$ cat src/rtl/fft_frame_ctrl_if.sv
// Streaming link between the frame sequencer and the FFT core: input stream
// (s_*) toward the FFT and output stream (m_*) back from it.
interface fft_frame_ctrl_if #(
  parameter int DATA_W = 16
);
  logic [2*DATA_W-1:0] s_tdata;
  logic                s_tvalid;
  logic                s_tlast;
  logic                s_tready;
  logic [2*DATA_W-1:0] m_tdata;
  logic                m_tvalid;
  logic                m_tlast;
  logic                m_tready;

  modport master (
    output s_tdata, s_tvalid, s_tlast, m_tready,
    input  s_tready, m_tdata, m_tvalid, m_tlast
  );

  modport slave (
    input  s_tdata, s_tvalid, s_tlast, m_tready,
    output s_tready, m_tdata, m_tvalid, m_tlast
  );
endinterface

$ cat src/rtl/fft_frame_ctrl.sv
// Frame sequencer for the streaming FFT: key-armed capture of N_POINTS samples,
// |re|+|im| spectrum write-back. Define FFT_FRAME_CONT_EN for back-to-back frames.
//
// state  | meaning
// IDLE   | waiting for a start key press
// LOAD   | streaming ADC samples into the FFT
// UNLOAD | collecting bins and writing magnitudes to RAM
// DONE   | frame complete, pulse done
module fft_frame_ctrl #(
  parameter int N_POINTS = 1024,
  parameter int ADDR_W   = 10,
  parameter int DATA_W   = 16
) (
  input  logic                     clk,
  input  logic                     rst_n,
  input  logic                     key,
  input  logic signed [DATA_W-1:0] adc_data,
  input  logic                     adc_valid,
  fft_frame_ctrl_if.master         fft,
  output logic                     ram_we,
  output logic [ADDR_W-1:0]        ram_addr,
  output logic [DATA_W:0]          ram_din,
  output logic                     busy,
  output logic                     done,
  output logic                     err
);

  typedef enum logic [1:0] {IDLE, LOAD, UNLOAD, DONE} state_t;

  localparam logic [ADDR_W-1:0] LAST_IDX = ADDR_W'(N_POINTS - 1);

  state_t                    state;
  logic                      key_d0;
  logic                      key_d1;
  logic                      start;
  logic [ADDR_W-1:0]         in_cnt;
  logic [ADDR_W-1:0]         out_cnt;
  logic signed [DATA_W-1:0]  re;
  logic signed [DATA_W-1:0]  im;
  logic [DATA_W-1:0]         abs_re;
  logic [DATA_W-1:0]         abs_im;
  logic [DATA_W:0]           mag;

  assign start = key_d1 & ~key_d0;

  // Negating the most negative value wraps to the same bit pattern, which read
  // unsigned is exactly 2^(DATA_W-1), so no saturation is needed.
  assign re     = fft.m_tdata[DATA_W-1:0];
  assign im     = fft.m_tdata[2*DATA_W-1:DATA_W];
  assign abs_re = re[DATA_W-1] ? DATA_W'(-re) : DATA_W'(re);
  assign abs_im = im[DATA_W-1] ? DATA_W'(-im) : DATA_W'(im);
  assign mag    = {1'b0, abs_re} + {1'b0, abs_im};

  assign fft.s_tvalid = (state == LOAD) && adc_valid;
  assign fft.s_tdata  = {{DATA_W{1'b0}}, adc_data};
  assign fft.s_tlast  = (state == LOAD) && (in_cnt == LAST_IDX);
  assign fft.m_tready = (state == UNLOAD);
  assign busy         = (state != IDLE);

  always_ff @(posedge clk) begin
    if (!rst_n) begin
      state    <= IDLE;
      key_d0   <= 1'b1;
      key_d1   <= 1'b1;
      in_cnt   <= '0;
      out_cnt  <= '0;
      ram_we   <= 1'b0;
      ram_addr <= '0;
      ram_din  <= '0;
      done     <= 1'b0;
      err      <= 1'b0;
    end else begin
      key_d0 <= key;
      key_d1 <= key_d0;
      ram_we <= 1'b0;
      done   <= 1'b0;
      case (state)
        IDLE: begin
          if (start) begin
            state   <= LOAD;
            in_cnt  <= '0;
            out_cnt <= '0;
            err     <= 1'b0;
          end
        end
        LOAD: begin
          if (adc_valid) begin
            if (fft.s_tready) begin
              in_cnt <= in_cnt + 1'b1;
              if (in_cnt == LAST_IDX) state <= UNLOAD;
            end else begin
              err <= 1'b1;
            end
          end
        end
        UNLOAD: begin
          if (fft.m_tvalid) begin
            ram_we   <= 1'b1;
            ram_addr <= out_cnt;
            ram_din  <= mag;
            out_cnt  <= out_cnt + 1'b1;
            // tlast early or missing is flagged; the frame length stays fixed
            if (fft.m_tlast != (out_cnt == LAST_IDX)) err <= 1'b1;
            if (out_cnt == LAST_IDX) state <= DONE;
          end
        end
        DONE: begin
          done <= 1'b1;
`ifdef FFT_FRAME_CONT_EN
          state   <= LOAD;
          in_cnt  <= '0;
          out_cnt <= '0;
          err     <= 1'b0;
`else
          state   <= IDLE;
`endif
        end
        default: state <= IDLE;
      endcase
    end
  end

endmodule
$ cat src/flat_wrapper.sv
// flat-port wrapper written by rule: the top's interface ports become plain ports
module fft_frame_ctrl_flat 
#(
  parameter int N_POINTS = 1024,
  parameter int ADDR_W   = 10,
  parameter int DATA_W   = 16
)
  (clk, rst_n, key, adc_data, adc_valid, ram_we, ram_addr, ram_din, busy, done, err, fft_s_tdata, fft_s_tvalid, fft_s_tlast, fft_m_tready, fft_s_tready, fft_m_tdata, fft_m_tvalid, fft_m_tlast);
  fft_frame_ctrl_if #(.DATA_W(DATA_W)) fft_i ();
  input  logic clk;
  input  logic rst_n;
  input  logic key;
  input  logic signed [DATA_W-1:0] adc_data;
  input  logic adc_valid;
  output logic ram_we;
  output logic [ADDR_W-1:0] ram_addr;
  output logic [DATA_W:0] ram_din;
  output logic busy;
  output logic done;
  output logic err;
  output wire logic [$bits(fft_i.s_tdata)-1:0] fft_s_tdata;
  output wire logic [$bits(fft_i.s_tvalid)-1:0] fft_s_tvalid;
  output wire logic [$bits(fft_i.s_tlast)-1:0] fft_s_tlast;
  output wire logic [$bits(fft_i.m_tready)-1:0] fft_m_tready;
  input wire logic [$bits(fft_i.s_tready)-1:0] fft_s_tready;
  input wire logic [$bits(fft_i.m_tdata)-1:0] fft_m_tdata;
  input wire logic [$bits(fft_i.m_tvalid)-1:0] fft_m_tvalid;
  input wire logic [$bits(fft_i.m_tlast)-1:0] fft_m_tlast;
  assign fft_s_tdata = fft_i.s_tdata;
  assign fft_s_tvalid = fft_i.s_tvalid;
  assign fft_s_tlast = fft_i.s_tlast;
  assign fft_m_tready = fft_i.m_tready;
  assign fft_i.s_tready = fft_s_tready;
  assign fft_i.m_tdata = fft_m_tdata;
  assign fft_i.m_tvalid = fft_m_tvalid;
  assign fft_i.m_tlast = fft_m_tlast;
  fft_frame_ctrl #(.N_POINTS(N_POINTS), .ADDR_W(ADDR_W), .DATA_W(DATA_W)) u_core (.clk(clk), .rst_n(rst_n), .key(key), .adc_data(adc_data), .adc_valid(adc_valid), .fft(fft_i), .ram_we(ram_we), .ram_addr(ram_addr), .ram_din(ram_din), .busy(busy), .done(done), .err(err));
endmodule
$ cat config.mk
export PLATFORM = sky130hd
export DESIGN_NAME = fft_frame_ctrl_flat
export DESIGN_NICKNAME = d
export VERILOG_FILES = /design/src/rtl/fft_frame_ctrl_if.sv /design/src/rtl/fft_frame_ctrl.sv /design/src/flat_wrapper.sv
export SDC_FILE = /design/constraint.sdc
export NUM_CORES = 1
export LEC_CHECK = 0
export ABC_AREA = 1
export CAP_MARGIN = 0
export CORE_UTILIZATION = 30
export DETAILED_ROUTE_END_ITERATION = 6
export PLACE_DENSITY = 0.61
export RECOVER_POWER = 100
export SLEW_MARGIN = 25
export SYNTH_ARGS = -nofsm -noshare
export SYNTH_HDL_FRONTEND = slang
export SYNTH_SLANG_ARGS = --single-unit
$ cat constraint.sdc
create_clock -name clk -period 3.49 [get_ports clk]
set_clock_uncertainty 0.05 [all_clocks]
set_input_delay 0.8725 -clock clk [delete_from_list [all_inputs] [get_ports clk]]
set_output_delay 0.8725 -clock clk [all_outputs]
set_load 0.03 [all_outputs]
==> results of run 1 <==
==> cell usage in the layout (no fill, tap or decap), types with 6 or more instances in the layout <==
cell type and instances:
sky130_fd_sc_hd__nand2_1 171, sky130_fd_sc_hd__inv_1 111, sky130_fd_sc_hd__nor2_1 75, sky130_fd_sc_hd__dfxtp_1 54, sky130_fd_sc_hd__nand3_1 38, sky130_fd_sc_hd__a21oi_1 38
sky130_fd_sc_hd__clkdlybuf4s50_1 38, sky130_fd_sc_hd__o21ai_0 37, sky130_fd_sc_hd__dlygate4sd3_1 34, sky130_fd_sc_hd__ha_1 24, sky130_fd_sc_hd__buf_4 24, sky130_fd_sc_hd__xor2_1 21
sky130_fd_sc_hd__conb_1 16, sky130_fd_sc_hd__nor3_1 13, sky130_fd_sc_hd__nand4_1 12, sky130_fd_sc_hd__nor2_2 6
==> cells by family (layout without fill, tap and decap cells) <==
family                     after synthesis  after routing
and+or+nand+nor                        332            332
buffers and inverters                  161            223
AOI/OAI and AO/OA                       89             89
adders and majority gates               25             25
other                                    1             16
DFF                                     54             54
xor gates and xnor gates                26             26
==> cell type report <==
cell class | count | area share (%)
multi-input cells | 488 | 47.39
flip-flops and latches | 54 | 20.29
repair buffers | 99 | 17.19
inverters | 117 | 8.290
well taps | 180 | 4.227
clock buffers | 5 | 2.349
clock inverters | 2 | 0.2583
==> layer usage <==
metal	GRT usage (%)	vias to the layer above
li1	-	2262
met2	21.73	76
met5	0	-
met3	2.294	5
met4	2.932	0
met1	20.35	1747
==> path summary, 6_finish.rpt <==
kind | from | to | slack, ns | cells after the start
hold reg to reg | u_core.key_d0 | u_core.key_d1 | 0.37 | 2
setup reg to reg | u_core.state[0] | u_core.out_cnt[2] | 1.47 | 9
hold / removal | u_core.key_d0 | u_core.key_d1 | 0.37 | 2
setup / recovery | fft_m_tdata[0] | u_core.ram_din[14] | 0.30 | 20
==> flip-flops by register name (all words and copies together), names as in the netlist <==
register	flops
u_core.ram_din	17
u_core.done	1
u_core.key_d0	1
u_core.out_cnt	10
u_core.in_cnt	10
u_core.key_d1	1
u_core.ram_addr	10
u_core.state	2
u_core.err	1
u_core.ram_we	1
==> per-stage QoR <==
step,cells,util (%)
after floorplan,703,-
after global placement,938,37.22
after global routing,945,38.23
after detailed placement,938,37.22
after CTS,945,38.21
final,945,38.23
==> timing repair <==
| item | 4_1_cts | 5_1_grt |
|---|---|---|
| setup endpoints to repair | 0 | 4 |
| buffers inserted | 0 | 0 |
| resized for setup | 0 | 5 |
==> report_power, final <==
part	internal (mW)	switching [mW]	total, mW
clock network	0.264	0.231	0.495
logic	0.417	0.730	1.15
registers	0.693	0.0476	0.741
total	1.37	1.01	2.38
==> tightest hold or removal path, stage by stage (launching register included) <==
cell	delay, ns
sky130_fd_sc_hd__dfxtp_1	0.31
sky130_fd_sc_hd__inv_1	0.04
sky130_fd_sc_hd__nand2_1	0.05
==> metrics.txt, run 1 <==
gate count after technology mapping=between 600 and 700; synth top area cells=sky130_fd_sc_hd__dfxtp_1, sky130_fd_sc_hd__nand2_1, sky130_fd_sc_hd__inv_1, sky130_fd_sc_hd__ha_1, sky130_fd_sc_hd__nor2_1; IO buf count=between 70 and 80; initial cell density of the core=a little under a third; clock period minus final worst setup slack=around 3.2 ns; Min-Delay Path Class=register to register; average wire per standard cell=around 11 µm; via count of the first global-routing pass=approximately 3500; most frequently used cell type in the post-synthesis netlist=sky130_fd_sc_hd__nand2_1; leading area contributor after synthesis=sky130_fd_sc_hd__dfxtp_1; endpoint required time on the critical path=approximately 3.6 ns; area share of the leading cell type in the synthesized netlist=roughly a quarter; Post-Synthesis Cell Area=about 4300 µm²; max frequency=~0.31 GHz; drt initial violations=approximately 210; Worst-path clk slew=roughly 0.070 ns; number of max-slew violations in the final report=0; post-synthesis adder-cell area fraction=roughly 7.5%; number of search-and-repair iterations in the first detailed-routing pass=4; total track usage=about 14%; critical path fanouts, max=4; Setup WS post-layout=0.2986 ns; buffer depth of the longest clock path=2; multi-input gate area in the final layout=approximately 2500 µm²; quantity of hold-fixing buffers added after cts=0; area overhead of the layout relative to synthesis=24.07%; multiplexer share of the synthesized area=0%; floorplan row count=43; post-detailed-routing wire length=10100 µm; compound-gate portion of the synthesized area=~11%; Worst Setup Path Type=primary input to register; proportion of register bits with asynchronous set or reset after synthesis=0%; number of H-tree levels=2; Net count, final=845; Worst Hold Margin=approximately 0.37 ns; RSZ-0062 raised after global routing=false; mean instance size in the synthesized netlist=~6.2 µm²; count of nets left with antenna violations after detail routing=0; Post-Route Setup TNS=0 ns; met1 layer wirelength in the final routing=roughly 5400 µm; final-layout fill cell count=1492; cts bufs inserted=5; Die Footprint=14800 µm²; simple-gate share of the synthesized area=about a third; Power Total=approximately 2.4 mW; chain of cells forming the critical path=clkdlybuf4s50_1 > inv_1 > nand3_1 > nor2_1 > nand2_1 > nor2_2 > nand3_1 > nand2_1 > nand2_1 > nand2_1 > nand2_1 > ha_1 > nand2_1 > inv_1 > nand2_1 > nand2_1 > a21oi_1 > a21oi_1 > nor2_1 > nor2_1; total via count in the routed design=between 4000 and 5000; clock tree from TritonCTS=yes; DRC viols=0; Finished Cell Area=5328 µm²; Critical path buffers and inverters=3; vias per inst=4.328; critical path's slowest cell=sky130_fd_sc_hd__clkdlybuf4s50_1; pre-CTS worst setup slack=-0.07013 ns; horizontal die dimension=around 120 µm; post-synthesis sequential area ratio=approximately 25%; combinational family with the most area after synthesis=simple AND/OR/NAND/NOR gates; number of flops mapped to enable cells by yosys=0; count of final hold-check violations=0; FF/Latch Area=1081 µm²; post-synthesis xor/xnor area fraction=between 5 and 6%; top cells by count, synth=sky130_fd_sc_hd__nand2_1, sky130_fd_sc_hd__inv_1, sky130_fd_sc_hd__nor2_1, sky130_fd_sc_hd__dfxtp_1, sky130_fd_sc_hd__nand3_1; Core Footprint=about 14000 µm²; Rel. slew slack=between 20 and 25%; Yosys warnings=0; first-pass GRT wire length=around 17000 µm; synth unique cells=39; result of the run=finished, final reports clean; met3 routed WL=slightly below 400 µm; Max VDD drop=around 0.22 mV; total power per unit cell area=447.3 nW/µm²; sink count of the clock tree=54; Antenna Cells=0; synthesis-stage register bit count=54; clock latency at the later pin of the worst-skew pair=0.29 ns; CP endpoint kind=register; Vert. Die Dim=approximately 120 µm; layout cells sized above 1=7.974%; critical path's top delay family=simple AND/OR/NAND/NOR gates; CP peak stage delay=approximately 0.43 ns; pin count of the biggest net entering global routing=29; maximum capacitance violations=0; Post-Place Cell Area=around 5200 µm²; number of antenna violations at the first check in global routing=0; Arr. time, crit path=3.32 ns; RD Place Congestion=between 0.8 and 0.9; Worst Setup Start Kind=primary input; Tcrit/Tclk final=between 90% and 100%; I/O pins=~120; half-perimeter wire length after detailed placement=8174 µm; overflow left after global routing=0; commonest register cell after synthesis=sky130_fd_sc_hd__dfxtp_1; total met2 wirelength after detailed routing=between 4000 and 5000 µm; actual slew at the worst max-slew pin=roughly 1.2 ns; cell seen most often among critical-path stages=sky130_fd_sc_hd__nand2_1; Top Layer Used=met4; root buffer cell=sky130_fd_sc_hd__clkbuf_16; static leakage=between 2 and 3 nW; final-report setup violation count=0
Note: power is estimated with default switching activity, not from simulation.
==> inputs of run 2 (changes only) <==
--- a/config.mk
+++ b/config.mk
@@ -7,9 +7,12 @@
 export LEC_CHECK = 0
 export ABC_AREA = 1
 export CAP_MARGIN = 0
+export CORE_ASPECT_RATIO = 0.7
 export CORE_UTILIZATION = 30
+export CTS_CLUSTER_SIZE = 20
 export DETAILED_ROUTE_END_ITERATION = 6
-export PLACE_DENSITY = 0.61
+export DONT_BUFFER_PORTS = 1
+export PLACE_DENSITY = 0.51
 export RECOVER_POWER = 100
 export SLEW_MARGIN = 25
 export SYNTH_ARGS = -nofsm -noshare
==> run 2 against run 1 <==
Clock power increased by 17%. Via count decreased by 4.7%. Register-to-register slack got worse by 0.85 ns. First-iteration DRC count decreased by 18%. Fmax increased by 7.2%. Cell area decreased by 17%. Critical path depth decreased by 1. Sequential share of layout area increased by 4.2 points. Combinational power decreased by 33%. Wire length increased by 3.2%. Hold slack improved by 0.013 ns. Flip-flop and latch count unchanged. Largest cell class unchanged.
==> metrics.txt, run 2 (synthesis results as in run 1) <==
Internal Dissipation=1.270 mW (-7.6%); quantity of hold-fixing buffers added after cts=0 (unchanged); critical path's slowest cell=sky130_fd_sc_hd__ha_1; pin count of the biggest net entering global routing=48 (+66%); drt initial violations=172 (-18%); half-perimeter wire length after detailed placement=8290 µm (+1.4%); Rel. slew slack=51.14% (+28 points); Max VDD drop=0.2403 mV (+9.9%); critical path fanouts, max=5 (+1); Vert. Die Dim=102.1 µm (-16%); Net count, final=748 (-11%); Core Footprint=13960 µm² (+0.21%); sequential power share=39.4% (+8.3 points); IO buf count=0 (-100%); Switching Fraction=43.18% (+0.86 points); root buffer cell=sky130_fd_sc_hd__clkbuf_16; Critical path buffers and inverters=3 (unchanged); RD Place Congestion=0.8049 (-2.3%); area overhead of the layout relative to synthesis=2.622%; total power per unit cell area=507.2 nW/µm² (+13%); count of nets left with antenna violations after detail routing=0 (unchanged); reg-to-reg setup timing slack=0.62 ns (-0.85 ns); horizontal die dimension=145.0 µm (+19%); number of search-and-repair iterations in the first detailed-routing pass=4 (unchanged); most common cell after layout, fill and taps aside=sky130_fd_sc_hd__nand2_1; final-report setup violation count=0 (unchanged); net switching power=0.9650 mW (-4.3%); clock period minus final worst setup slack=2.978 ns (-0.2131 ns); overflow left after global routing=0 (unchanged); sink count of the clock tree=54 (unchanged); Die Footprint=14800 µm² (about the same); layout cells sized above 1=3.288% (-4.7 points); post-route core utilization=31.56% (-6.7 points); CP endpoint kind=register; RSZ-0062 raised after global routing=false; first-pass GRT wire length=17230 µm (+2.7%); clock tree from TritonCTS=yes; Antenna Cells=0 (unchanged); fraction of power consumed by combinational cells=34.5% (-14 points); I/O pins=121 (unchanged); via count of the first global-routing pass=3490 (-1.1%); buffer depth of the longest clock path=2 (unchanged); average wire per standard cell=12.13 µm (+14%); clock latency at the later pin of the worst-skew pair=0.30 ns (about the same); endpoint required time on the critical path=3.64 ns (+0.02 ns); number of standard cells in the final layout excluding fillers=859 (-9.1%); Post-CTS Setup Repair Bufs=0 (unchanged); Cells after DPL=851 (-9.3%); register ranked first by flip-flop count=u_core.ram_din; Worst-path clk slew=0.07 ns (about the same); max frequency=0.3358 GHz (+7.2%); flip-flop count of the largest register after layout=17 (unchanged); maximum capacitance violations=0 (unchanged); highest-count cells in the layout ignoring fill and taps=sky130_fd_sc_hd__nand2_1, sky130_fd_sc_hd__inv_1, sky130_fd_sc_hd__nor2_1; CP peak stage delay=0.34 ns (-0.09 ns); initial cell density of the core=30.75% (-0.064 points); Tcrit/Tclk final=85.34% (-6.1 points); cell seen most often among critical-path stages=sky130_fd_sc_hd__nand2_1; vias per inst=4.537 (+4.8%); Min-Delay Path Class=register to register; critical path's top delay family=simple AND/OR/NAND/NOR gates; Post-Route Setup TNS=0 ns (unchanged); static leakage=2.190 nW (-19%); Worst Setup Start Kind=primary input; floorplan row count=36 (-16%); DRC viols=0 (unchanged); number of max-slew violations in the final report=0 (unchanged); chain of cells forming the critical path=inv_1 > ha_1 > nand2_1 > nor2_1 > nand3_1 > o21ai_1 > nand2_1 > xor2_1 > ha_1 > nand2_1 > inv_1 > nand2_1 > nand2_1 > a21oi_1 > nand2_1 > nand2_1 > nand3_1 > nand2_1 > inv_1; Worst Setup Path Type=primary input to register; result of the run=finished, final reports clean; count of final hold-check violations=0 (unchanged); number of antenna violations at the first check in global routing=0 (unchanged); clock share of power=26.0% (+5.2 points); cells resized by post-CTS repair=0 (unchanged); number of H-tree levels=2 (unchanged); Worst Hold Margin=0.3856 ns (+0.01291 ns); cts bufs inserted=5 (unchanged); total track usage=14.39% (+0.32 points); actual slew at the worst max-slew pin=0.7328 ns (-0.4187 ns); total via count in the routed design=3897 (-4.7%); Arr. time, crit path=3.13 ns (-0.19 ns); post-detailed-routing wire length=10420 µm (+3.2%)
run 2: changes by cell type in the layout (fill, tap and decap cells not counted), sizes merged, moves of 2 or more:
| cell | change |
|---|---|
| clkdlybuf4s50 | -38 |
| dlygate4sd3 | -34 |
| buf | -24 |
| inv | -2 |
run 2: power by group through the flow:
stage               sequential, mW  clock [mW]  combinational [mW]
finish                       0.881       0.581               0.772
global route                 0.893       0.616               0.892
CTS                          0.884       0.599               0.822
global placement             0.896           0               0.807
floorplan                    0.870           0               0.728
detailed placement           0.898           0               0.815
run 2: per-stage QoR:
step / power, mW / setup WS [ns] / cell area, µm²
finish: 2.235 / 0.5118 / 4407
detailed placement: 1.713 / 0.2084 / 4290
global placement: 1.703 / 0.2726 / 4290
floorplan: 1.598 / 0.5827 / 4350
global route: 2.401 / 0.1938 / 4407
CTS: 2.305 / 0.5275 / 4463
run 2: tightest hold or removal path: stages, from the launching register on:
cell and delay, ns:
sky130_fd_sc_hd__dfxtp_1 0.32, sky130_fd_sc_hd__inv_1 0.05, sky130_fd_sc_hd__nand2_1 0.04
run 2: path summary, 6_finish.rpt:
path              startpoint  cells past startpoint                  to
min reg2reg    u_core.key_d0                      2       u_core.key_d1
min            u_core.key_d0                      2       u_core.key_d1
max           fft_m_tdata[1]                     19  u_core.ram_din[15]
max reg2reg  u_core.state[0]                      8   u_core.ram_din[6]
run 2: area by class of cell:
type                       instances  area (µm²)
sequential                        54        1081
fill                            1579        9557
clock inverter                     3       47.55
inverter                         117       440.4
clock buffer                       5       125.1
multi-input combinational        488        2467
tap                              190       237.7
timing repair buffer               2       7.507
run 2: metal layers:
metal	up-vias	part of all wire [%]	global-route usage [%]
met3	7	6.1	3.884
met5	-	0	0
li1	2072	-	-
met1	1736	52	20.03
met2	82	41	22.23
met4	0	0.59	2.946
